**config.mk**
```make
export PLATFORM = sky130hd
export DESIGN_NAME = pipe_reg_destino
export DESIGN_NICKNAME = d
export VERILOG_FILES = /design/src/rtl/pipe_reg_destino.sv
export SDC_FILE = /design/constraint.sdc
export NUM_CORES = 1
export LEC_CHECK = 0
export CAP_MARGIN = 20
export CORE_UTILIZATION = 35
export CTS_CLUSTER_DIAMETER = 80
export DETAILED_ROUTE_END_ITERATION = 10
export PLACE_DENSITY = 0.81
export SYNTH_ARGS = -nofsm -noshare
export SYNTH_HDL_FRONTEND = slang
export SYNTH_SLANG_ARGS = --single-unit
```
**constraint.sdc**
```tcl
create_clock -name clock -period 1.2 [get_ports clock]
set_input_delay 0.24 -clock clock [delete_from_list [all_inputs] [get_ports clock]]
set_output_delay 0.24 -clock clock [all_outputs]
set_load 0.02 [all_outputs]
```
**src/rtl/pipe_reg_destino.sv**
```systemverilog
// EX/MEM and MEM/WB destination-register pipeline with forwarding selects and load-use detection.
// Define PIPE_REG_DESTINO_FORWARD_EN to build in forwarding/hazard logic; otherwise those outputs are tied to 0.
module pipe_reg_destino (
  input  logic       clock,
  input  logic       reset,
  input  logic [4:0] reg_destino,
  input  logic       escreve_reg,
  input  logic       mem_para_reg,
  input  logic [4:0] rs_ex,
  input  logic [4:0] rt_ex,
  input  logic       stall,
  input  logic       flush,
  output logic [4:0] dest_mem,
  output logic       escreve_mem,
  output logic       load_mem,
  output logic [4:0] dest_wb,
  output logic       escreve_wb,
  output logic [1:0] encaminha_a,
  output logic [1:0] encaminha_b,
  output logic       bolha
);

  // Flush beats stall for EX/MEM; a write to $0 is dropped at capture.
  always_ff @(posedge clock or negedge reset) begin
    if (!reset) begin
      dest_mem    <= 5'd0;
      escreve_mem <= 1'b0;
      load_mem    <= 1'b0;
    end else if (flush) begin
      dest_mem    <= 5'd0;
      escreve_mem <= 1'b0;
      load_mem    <= 1'b0;
    end else if (!stall) begin
      dest_mem    <= reg_destino;
      escreve_mem <= escreve_reg && (reg_destino != 5'd0);
      load_mem    <= mem_para_reg;
    end
  end

  always_ff @(posedge clock or negedge reset) begin
    if (!reset) begin
      dest_wb    <= 5'd0;
      escreve_wb <= 1'b0;
    end else if (!stall) begin
      dest_wb    <= dest_mem;
      escreve_wb <= escreve_mem;
    end
  end

`ifdef PIPE_REG_DESTINO_FORWARD_EN
  // A load in MEM cannot forward, so its source falls through to the WB check.
  function automatic logic [1:0] select_fwd(input logic [4:0] src);
    if (src != 5'd0 && escreve_mem && !load_mem && dest_mem == src)
      return 2'b10;
    else if (src != 5'd0 && escreve_wb && dest_wb == src)
      return 2'b01;
    else
      return 2'b00;
  endfunction

  always_comb begin
    encaminha_a = select_fwd(rs_ex);
    encaminha_b = select_fwd(rt_ex);
    bolha       = escreve_mem && load_mem && (dest_mem != 5'd0) &&
                  ((dest_mem == rs_ex) || (dest_mem == rt_ex));
  end
`else
  logic unused_src;
  assign unused_src  = ^{rs_ex, rt_ex};
  assign encaminha_a = 2'b00;
  assign encaminha_b = 2'b00;
  assign bolha       = 1'b0;
`endif

endmodule

```
==> metrics <==
Fmax 843 MHz; initial antenna violation count 0; Die Y-Extent 41.7 um; routed len/inst 11.1 um; worst skew pair latency 280 ps; Peak VDD IR 717 uV; Yosys reg bits 13; Register Area 325 sq um; Yosys cell types 11; commonest cells after routing, fill and taps aside dfrtp_1, clkbuf_2, clkdlybuf4s50_1; Yosys Warn Count 0; CTS tree yes; Finished Layout Cells 91; WS Path Type in2reg; CP startpoint kind input pin; vias per inst 4.71; vias in the first global route 412; Pins Over Slew Limit 0; commonest non-fill, non-tap cell in the layout dfrtp_1; DR vias 429; Post-DP HPWL 772 um; Reg clk slew, reported paths 80 ps; placer's final routability congestion estimate 0.671; Worst Path Max Fanout 2; total CTS buffers 3; Area Overhead vs Synth 45.6%; largest net degree at the start of global routing 15; Iteration-0 DRC Markers 2; final setup vio count 0; unrepaired setup endpoints after global routing yes; status complete, no violations; postcts setup bufs 0; PwrDens 1190 nW/um^2; leakage power 0.432 nW; Post-route DRC 0; Floorplan Core Area 1380 sq um; Net count, final 98; R2R depth 2; Post-CTS Hold Buffers 0; n_diodes 0; Post-Syn Instances 43; minimum clock period 1190 ps; Initial Util 39.9%; CTS H-tree lvls 1; final setup TNS 0 ps; TritonRoute pass-1 iters 2; hold crit path type in2async; syn avg cell area 12.8 sq um; synth top area cells dfrtp_1, mux2_2, mux2i_1; grt ovf 0; layout cell share with drive strength beyond 1 39.5%; width of the die 41.7 um; Synth area leader dfrtp_1; count of final hold-check violations 0; Clock Tree Buf Depth 2; first-pass GRT wire length 1.79 mm; crit end category flop; Worst EP required 1350 ps; full die area 1740 sq um; clock root buffer clkbuf_4; max_cap viols 0; # fillers 118; Synth top area share 59.0%; row cnt 13; WP data arrival 1340 ps; fin crit share 98.9%; Placed Cells 87; Synth Cell Area 552 sq um; sequential area share after synthesis 59.0%; Port Buffer Count 23; ANT nets after route 0; clock sinks 13; area of the multi-input gates 196 sq um; Clock Skews 2.16 ps; gr usage total 14.1%; final WL 1.01 mm; Boundary Pins 39
state kept, by name, summed over array words and instances, names as in the netlist:
signal       flops
load_mem         1
escreve_mem      1
dest_wb          5
dest_mem         5
escreve_wb       1
cell type report:
cell class,count,share of cell area (%)
Clock buffer,4,3.27
Multi-Input combinational cell,28,24.5
Sequential cell,13,40.5
Tap cell,15,2.34
Timing Repair Buffer,31,29.4
metal layers:
| metal | wire length, um | GRT usage, % | vias up |
|---|---|---|---|
| li1 | - | - | 202 |
| met3 | 55 | 3.48 | 5 |
| met1 | 485 | 17.0 | 200 |
| met2 | 432 | 20.9 | 22 |
| met5 | 0 | 0 | - |
| met4 | 34 | 11.6 | 0 |
final timing paths:
path | startpoint | to | slack [ps]
hold / removal | reset | load_mem$_DFFE_PN0P_ | 250
min in group clock | reg_destino[1] | dest_mem[1]$_DFFE_PN0P_ | 350
hold reg to reg | dest_wb[1]$_DFFE_PN0N_ | dest_wb[1]$_DFFE_PN0N_ | 510
setup / recovery | reg_destino[4] | escreve_mem$_DFFE_PN0P_ | 10
max in group asynchronous | reset | dest_wb[0]$_DFFE_PN0N_ | 790
setup reg to reg | dest_mem[1]$_DFFE_PN0P_ | dest_wb[1]$_DFFE_PN0N_ | 320
worst max-delay path, stage by stage:
cell	delay [ps]
clkdlybuf4s50_1	420
or4_1	500
o21ai_1	120
a21oi_1	70
synth_stat cells:
master   instances
a21oi_1          1
buf_4            6
conb_1           1
dfrtp_1         13
mux2_2           6
mux2i_1          6
nand2_1          1
nor2_1           6
nor2b_1          1
o21ai_1          1
or4_1            1
cells by family after synthesis:
logic type	Yosys count	share of synthesized area, %
AO/OA/AOI/OAI	2	1.81
flip-flops	13	59.0
other	1	0.680
AND/OR/NAND/NOR	9	7.26
buffers and inverters	6	8.16
multiplexers	12	23.1
through the flow:
stage               total power, mW  cell area [sq um]  utilization [%]  setup slack (ps)  hold slack [ps]
floorplan                     0.602                567                -               155            -55.6
global placement              0.726                843             61.0              -290              491
detailed placement            0.729                843             61.0              -305              495
CTS                           0.981                870             62.9              2.29              267
global route                   1.00                803             58.1             -36.7              280
finish                        0.957                803             58.1              13.7              255
power breakdown:
group	total (mW)	internal, mW	switching, mW
sequential	0.483	0.467	0.0155
clock	0.270	0.129	0.141
combinational	0.204	0.0972	0.107
repair_timing:
action,4_1_cts,5_1_grt
resized for setup,28,13
setup endpoints to repair,14,14
pin swaps,1,2
hold endpoints to repair,0,0
(Power assumes the default switching activity.)
